### config.mk
export PLATFORM = sky130hd
export DESIGN_NAME = multicycle_ctrl_flat
export DESIGN_NICKNAME = d
export VERILOG_FILES = /design/src/rtl/multicycle_ctrl_if.sv /design/src/rtl/multicycle_ctrl.sv /design/src/flat_wrapper.sv
export SDC_FILE = /design/constraint.sdc
export NUM_CORES = 1
export LEC_CHECK = 0
export BUFFER_PORTS_ARGS = -buffer_cell sky130_fd_sc_hd__buf_4
export CORE_ASPECT_RATIO = 0.8
export CORE_UTILIZATION = 51
export DETAILED_ROUTE_END_ITERATION = 8
export GPL_TIMING_DRIVEN = 0
export PLACE_DENSITY = 0.79
export SETUP_SLACK_MARGIN = 0.05
export SLEW_MARGIN = 0
export SYNTH_ARGS = -nofsm -noshare
export SYNTH_HDL_FRONTEND = slang
export SYNTH_SLANG_ARGS = --single-unit
export TNS_END_PERCENT = 5
### constraint.sdc
create_clock -name clk -period 3.2 [get_ports clk]
set_clock_uncertainty 0.1 [all_clocks]
set_input_delay 0.64 -clock clk [delete_from_list [all_inputs] [get_ports clk]]
set_output_delay 0.64 -clock clk [all_outputs]
set_load 0.01 [all_outputs]
### src/rtl/multicycle_ctrl_if.sv
// Control bundle between the multicycle controller and the MIPS-subset datapath.
// The controller is the producing end of all selects and write enables.
interface multicycle_ctrl_if;
  logic [5:0] opcode;
  logic [5:0] funct;
  logic       PCWrite;
  logic       PCWriteCond;
  logic       BranchNe;
  logic       PCSource;
  logic       IorD;
  logic       MemRead;
  logic       MemWrite;
  logic       IRWrite;
  logic       MDRWrite;
  logic       RegWrite;
  logic       RegDst;
  logic       MemToReg;
  logic       ALUOutWrite;
  logic       ALUSrcA;
  logic [2:0] ALUSrcB;
  logic [2:0] ALUOp;
  logic       illegal;

  modport master (
    input  opcode, funct,
    output PCWrite, PCWriteCond, BranchNe, PCSource, IorD, MemRead, MemWrite, IRWrite,
           MDRWrite, RegWrite, RegDst, MemToReg, ALUOutWrite, ALUSrcA, ALUSrcB, ALUOp, illegal
  );

  modport slave (
    output opcode, funct,
    input  PCWrite, PCWriteCond, BranchNe, PCSource, IorD, MemRead, MemWrite, IRWrite,
           MDRWrite, RegWrite, RegDst, MemToReg, ALUOutWrite, ALUSrcA, ALUSrcB, ALUOp, illegal
  );
endinterface

### src/rtl/multicycle_ctrl.sv
// Multicycle MIPS-subset control FSM: fetch/decode/execute/memory/writeback sequencing
// with memory reads stretched by MEM_WAIT extra cycles.
module multicycle_ctrl #(
  parameter int unsigned MEM_WAIT = 1
) (
  input logic               clk,
  input logic               reset,
  multicycle_ctrl_if.master bus
);
  localparam logic [2:0] WaitLast = 3'(MEM_WAIT);

  typedef enum logic [3:0] {
    StIdle, StFetch, StDecode, StExecR, StExecI, StExecLui, StAddr, StMemWr,
    StMemRd, StWbLoad, StAddmAddr, StAddmExec, StWbR, StWbI, StBranch, StIllegal
  } state_e;

  state_e     state_q, state_d;
  logic [2:0] wcnt_q, wcnt_d;
  logic       is_addm_q, is_addm_d;
  // Store vs load is captured in DECODE so ADDR never has to look at opcode.
  logic       is_store_q, is_store_d;
  logic       wait_done;

  assign wait_done = (wcnt_q == WaitLast);

  always_ff @(posedge clk or posedge reset) begin
    if (reset) begin
      state_q    <= StIdle;
      wcnt_q     <= '0;
      is_addm_q  <= 1'b0;
      is_store_q <= 1'b0;
    end else begin
      state_q    <= state_d;
      wcnt_q     <= wcnt_d;
      is_addm_q  <= is_addm_d;
      is_store_q <= is_store_d;
    end
  end

  always_comb begin
    state_d         = state_q;
    wcnt_d          = '0;
    is_addm_d       = is_addm_q;
    is_store_d      = is_store_q;
    bus.PCWrite     = 1'b0;
    bus.PCWriteCond = 1'b0;
    bus.BranchNe    = 1'b0;
    bus.PCSource    = 1'b0;
    bus.IorD        = 1'b0;
    bus.MemRead     = 1'b0;
    bus.MemWrite    = 1'b0;
    bus.IRWrite     = 1'b0;
    bus.MDRWrite    = 1'b0;
    bus.RegWrite    = 1'b0;
    bus.RegDst      = 1'b0;
    bus.MemToReg    = 1'b0;
    bus.ALUOutWrite = 1'b0;
    bus.ALUSrcA     = 1'b0;
    bus.ALUSrcB     = 3'b000;
    bus.ALUOp       = 3'b000;
    bus.illegal     = 1'b0;

    unique case (state_q)
      StIdle: state_d = StFetch;
      StFetch: begin
        bus.MemRead = 1'b1;
        is_addm_d   = 1'b0;
        if (wait_done) begin
          bus.IRWrite = 1'b1;
          bus.PCWrite = 1'b1;
          bus.ALUSrcB = 3'b011;
          bus.ALUOp   = 3'b001;
          state_d     = StDecode;
        end else begin
          wcnt_d = wcnt_q + 3'd1;
        end
      end
      StDecode: begin
        bus.ALUSrcB     = 3'b101;
        bus.ALUOp       = 3'b001;
        bus.ALUOutWrite = 1'b1;
        is_store_d      = (bus.opcode == 6'h2B);
        case (bus.opcode)
          6'h00:        state_d = StExecR;
          6'h08:        state_d = StExecI;
          6'h0F:        state_d = StExecLui;
          6'h23, 6'h2B: state_d = StAddr;
          6'h04, 6'h05: state_d = StBranch;
          6'h01:        state_d = StAddmAddr;
          default:      state_d = StIllegal;
        endcase
      end
      StExecR: begin
        bus.ALUSrcA     = 1'b1;
        bus.ALUOutWrite = 1'b1;
        state_d         = StWbR;
        case (bus.funct)
          6'h20:   bus.ALUOp = 3'b001;
          6'h22:   bus.ALUOp = 3'b010;
          6'h24:   bus.ALUOp = 3'b011;
          default: begin
            bus.ALUOutWrite = 1'b0;
            state_d         = StIllegal;
          end
        endcase
      end
      StExecI: begin
        bus.ALUSrcA     = 1'b1;
        bus.ALUSrcB     = 3'b010;
        bus.ALUOp       = 3'b001;
        bus.ALUOutWrite = 1'b1;
        state_d         = StWbI;
      end
      StExecLui: begin
        bus.ALUSrcB     = 3'b100;
        bus.ALUOutWrite = 1'b1;
        state_d         = StWbI;
      end
      StAddr: begin
        bus.ALUSrcA     = 1'b1;
        bus.ALUSrcB     = 3'b111;
        bus.ALUOp       = 3'b001;
        bus.ALUOutWrite = 1'b1;
        state_d         = is_store_q ? StMemWr : StMemRd;
      end
      StMemWr: begin
        bus.IorD     = 1'b1;
        bus.MemWrite = 1'b1;
        state_d      = StFetch;
      end
      StMemRd: begin
        bus.IorD    = 1'b1;
        bus.MemRead = 1'b1;
        if (wait_done) begin
          bus.MDRWrite = 1'b1;
          state_d      = is_addm_q ? StAddmExec : StWbLoad;
        end else begin
          wcnt_d = wcnt_q + 3'd1;
        end
      end
      StWbLoad: begin
        bus.RegWrite = 1'b1;
        bus.MemToReg = 1'b1;
        state_d      = StFetch;
      end
      StAddmAddr: begin
        bus.ALUOutWrite = 1'b1;
        is_addm_d       = 1'b1;
        state_d         = StMemRd;
      end
      StAddmExec: begin
        bus.ALUSrcA     = 1'b1;
        bus.ALUSrcB     = 3'b001;
        bus.ALUOp       = 3'b001;
        bus.ALUOutWrite = 1'b1;
        state_d         = StWbR;
      end
      StWbR: begin
        bus.RegWrite = 1'b1;
        bus.RegDst   = 1'b1;
        state_d      = StFetch;
      end
      StWbI: begin
        bus.RegWrite = 1'b1;
        state_d      = StFetch;
      end
      StBranch: begin
        bus.ALUSrcA     = 1'b1;
        bus.ALUOp       = 3'b010;
        bus.PCWriteCond = 1'b1;
        bus.PCSource    = 1'b1;
        bus.BranchNe    = (bus.opcode == 6'h05);
        state_d         = StFetch;
      end
      StIllegal: begin
        bus.illegal = 1'b1;
        state_d     = StFetch;
      end
    endcase
  end
endmodule
### src/flat_wrapper.sv
// flat-port wrapper written by rule: the top's interface ports become plain ports
module multicycle_ctrl_flat 
#(
  parameter int unsigned MEM_WAIT = 1
)
  (clk, reset, bus_opcode, bus_funct, bus_PCWrite, bus_PCWriteCond, bus_BranchNe, bus_PCSource, bus_IorD, bus_MemRead, bus_MemWrite, bus_IRWrite, bus_MDRWrite, bus_RegWrite, bus_RegDst, bus_MemToReg, bus_ALUOutWrite, bus_ALUSrcA, bus_ALUSrcB, bus_ALUOp, bus_illegal);
  multicycle_ctrl_if bus_i ();
  input logic clk;
  input logic reset;
  input wire logic [$bits(bus_i.opcode)-1:0] bus_opcode;
  input wire logic [$bits(bus_i.funct)-1:0] bus_funct;
  output wire logic [$bits(bus_i.PCWrite)-1:0] bus_PCWrite;
  output wire logic [$bits(bus_i.PCWriteCond)-1:0] bus_PCWriteCond;
  output wire logic [$bits(bus_i.BranchNe)-1:0] bus_BranchNe;
  output wire logic [$bits(bus_i.PCSource)-1:0] bus_PCSource;
  output wire logic [$bits(bus_i.IorD)-1:0] bus_IorD;
  output wire logic [$bits(bus_i.MemRead)-1:0] bus_MemRead;
  output wire logic [$bits(bus_i.MemWrite)-1:0] bus_MemWrite;
  output wire logic [$bits(bus_i.IRWrite)-1:0] bus_IRWrite;
  output wire logic [$bits(bus_i.MDRWrite)-1:0] bus_MDRWrite;
  output wire logic [$bits(bus_i.RegWrite)-1:0] bus_RegWrite;
  output wire logic [$bits(bus_i.RegDst)-1:0] bus_RegDst;
  output wire logic [$bits(bus_i.MemToReg)-1:0] bus_MemToReg;
  output wire logic [$bits(bus_i.ALUOutWrite)-1:0] bus_ALUOutWrite;
  output wire logic [$bits(bus_i.ALUSrcA)-1:0] bus_ALUSrcA;
  output wire logic [$bits(bus_i.ALUSrcB)-1:0] bus_ALUSrcB;
  output wire logic [$bits(bus_i.ALUOp)-1:0] bus_ALUOp;
  output wire logic [$bits(bus_i.illegal)-1:0] bus_illegal;
  assign bus_i.opcode = bus_opcode;
  assign bus_i.funct = bus_funct;
  assign bus_PCWrite = bus_i.PCWrite;
  assign bus_PCWriteCond = bus_i.PCWriteCond;
  assign bus_BranchNe = bus_i.BranchNe;
  assign bus_PCSource = bus_i.PCSource;
  assign bus_IorD = bus_i.IorD;
  assign bus_MemRead = bus_i.MemRead;
  assign bus_MemWrite = bus_i.MemWrite;
  assign bus_IRWrite = bus_i.IRWrite;
  assign bus_MDRWrite = bus_i.MDRWrite;
  assign bus_RegWrite = bus_i.RegWrite;
  assign bus_RegDst = bus_i.RegDst;
  assign bus_MemToReg = bus_i.MemToReg;
  assign bus_ALUOutWrite = bus_i.ALUOutWrite;
  assign bus_ALUSrcA = bus_i.ALUSrcA;
  assign bus_ALUSrcB = bus_i.ALUSrcB;
  assign bus_ALUOp = bus_i.ALUOp;
  assign bus_illegal = bus_i.illegal;
  multicycle_ctrl #(.MEM_WAIT(MEM_WAIT)) u_core (.clk(clk), .reset(reset), .bus(bus_i));
endmodule
==> flow_metrics.tcl <==
set metrics [dict create \
    rsz0062_at_grt "no" \
    start_util_pct 54.5 \
    dr.pass1.iters 4 \
    fin_nets 174 \
    antenna_found_initial 0 \
    clock_latency_ns 0.26 \
    outcome "complete, no violations" \
    cp.arrival_ns 2.16 \
    routedWlPerCell_um 12.6 \
    crit_fanout 3 \
    post-cts-setup-buffers 0 \
    setup_viol 0 \
    die_x_um 48.9 \
    final_area_um2 1190 \
    max_cap_violations 0 \
    placementRows 13 \
    grt_pass1_wl_mm 3.69 \
    period_minus_slack_ns 2.90 \
    coreArea_um2 1640 \
    grt_pass1_vias 871 \
    overflow 0 \
    cts_tree "built" \
    die_area_um2 1930 \
    syn-mean-instance-area_um2 7.28 \
    drt_iter0_drc 31 \
    busiest_layer "met2" \
    cts_buffers 3 \
    ctsResizeCount 0 \
    hold_buffers 0 \
    clock-sinks 9 \
    drt_wl_total_mm 2.28 \
    setup_ws_ns 0.302 \
    startpoint_type "input pin" \
    clkTransAtPathRegs_ns 0.06 \
    synth_cells 123 \
    synth_edf_count 0 \
    grt_max_degree 11 \
    vias 1019 \
    synth_cell_type_count 41 \
    viasPerCell 5.63 \
    cts.path.max_buffers 2 \
    dp_slack_ns 0.381 \
    ios 35 \
    final_common_cell "buf_4" \
    met3_usage_pct 6.20 \
    setup_tns_ns 0 \
    yosysWarnings 0 \
    use_met2_pct 46.9 \
    final_cell_mix "buf_4 (35), nor2_1 (14), o21ai_0 (12)" \
    hpwl_mm 1.79 \
    synthesis.area_um2 896 \
    fmax_mhz 345 \
    yosys_register_bits 9 \
    finish.utilization_pct 72.4 \
    power_leakage_nw 0.568 \
    die_y_um 39.5 \
    grtUsageMet1_pct 29.8 \
    fill_cells 149 \
    synth-async-reset-ratio_pct 100 \
    hold_viol_final 0 \
    end_kind "output pin" \
    drc_errors 0 \
    placed_area_um2 1160 \
    routabilityCongestion 0.860 \
    syn_nets 137 \
    n_antenna_cell 0 \
    drv_slew 0 \
    peakVddDrop_mv 0.425 \
    htree_levels 1 \
    period_share_pct 90.6 \
    worstPathRequired_ns 2.46 \
    stdcell_count 181 \
    ant_nets 0 \
    place_inst 177 \
    worst_pin_slew_ns 0.779 \
    slew_headroom_pct 48.0 \
    yosysSeqAreaShare_pct 25.1 \
    port_buffers 32 \
    area_delta_synth_final_pct 32.8 \
    layout-drive-gt1-share_pct 27.0 \
    crit_type "in2out" \
    clock-root-buffer "clkbuf_4" \
    hp-class "in2async" \
    powerDensity_nw_per_um2 721 \
    grtUsageTotal_pct 25.5 \
    yosys_most_used_dff "dfrtp_1" \
]
## sequential cells by signal (all words and copies together) (netlist names)
name / count
u_core.is_addm_q: 1
u_core.is_store_q: 1
u_core.state_q: 4
u_core.wcnt_q: 3
## Yosys cell counts, drive strengths merged (3+ instances only)
cell type  instances  area, µm²
dfrtp              9        225
nor2b              5       31.3
clkbuf             6       22.5
a21oi              5       25.0
a31oi              3       18.8
inv                6       22.5
o21ai             12       60.1
buf                5       38.8
nor2              14       52.6
a21o               3       22.5
nand2b             5       31.3
nor3               5       25.0
nand3              4       20.0
nor3b              3       22.5
and3b              3       27.5
nand2              8       30.0
## power breakdown
part	total, mW	internal, mW	switching [mW]
Clock	0.0869	0.0480	0.0389
Combinational	0.593	0.255	0.338
Sequential	0.178	0.148	0.0297
Total	0.858	0.451	0.407
## layout make-up
class | instances | area [µm²] | share of cell area (%)
Buffer | 11 | 61.3 | 5.15
Clock buffer | 4 | 26.3 | 2.21
Inverter | 6 | 22.5 | 1.89
Multi-Input combinational cell | 97 | 587 | 49.3
Sequential cell | 9 | 225 | 18.9
Tap cell | 22 | 27.5 | 2.31
Timing Repair Buffer | 32 | 240 | 20.2
## logic make-up (layout without fill, tap and decap cells)
group | count (synthesis) | count (layout) | share of synthesized area, %
other | 1 | 1 | 0.419
AND/OR/NAND/NOR | 58 | 58 | 36.3
flip-flops | 9 | 9 | 25.1
buffers and inverters | 17 | 53 | 9.36
multiplexers | 1 | 1 | 1.12
AO/OA/AOI/OAI | 34 | 34 | 24.7
XOR/XNOR | 3 | 3 | 2.93
## stage by stage
stage          hold slack [ns]  power (mW)
3_5_place_dp             0.429       0.762
2_1_floorplan            0.360       0.548
6_report                 0.244       0.858
4_1_cts                  0.244       0.853
5_1_grt                  0.272       0.929
3_3_place_gp             0.380       0.744
## metal layers
layer / up-vias / share of wire (%)
met5: - / 0
met4: 0 / 0.92
met3: 2 / 6.2
met2: 46 / 49
met1: 465 / 44
li1: 506 / -
## path summary, 6_finish.rpt
kind	start	endpoint	slack [ns]	depth (start not counted)
max in group asynchronous	reset	u_core.state_q[0]	2.50	2
worst max-delay path	bus_funct[0]	bus_ALUOp[0]	0.30	5
worst min-delay path	reset	u_core.wcnt_q[0]	0.24	2
min in group clk	u_core.wcnt_q[2]	u_core.wcnt_q[2]	0.45	2
worst min register to register	u_core.wcnt_q[2]	u_core.wcnt_q[2]	0.45	2
worst max register to register	u_core.wcnt_q[0]	u_core.state_q[0]	1.43	4
## critical path, cell delays in order
cell     delay (ns)
buf_4          0.10
or4b_1         0.57
o31a_1         0.29
o32ai_1        0.36
buf_4          0.20
Note: power is estimated with default switching activity, not from simulation.
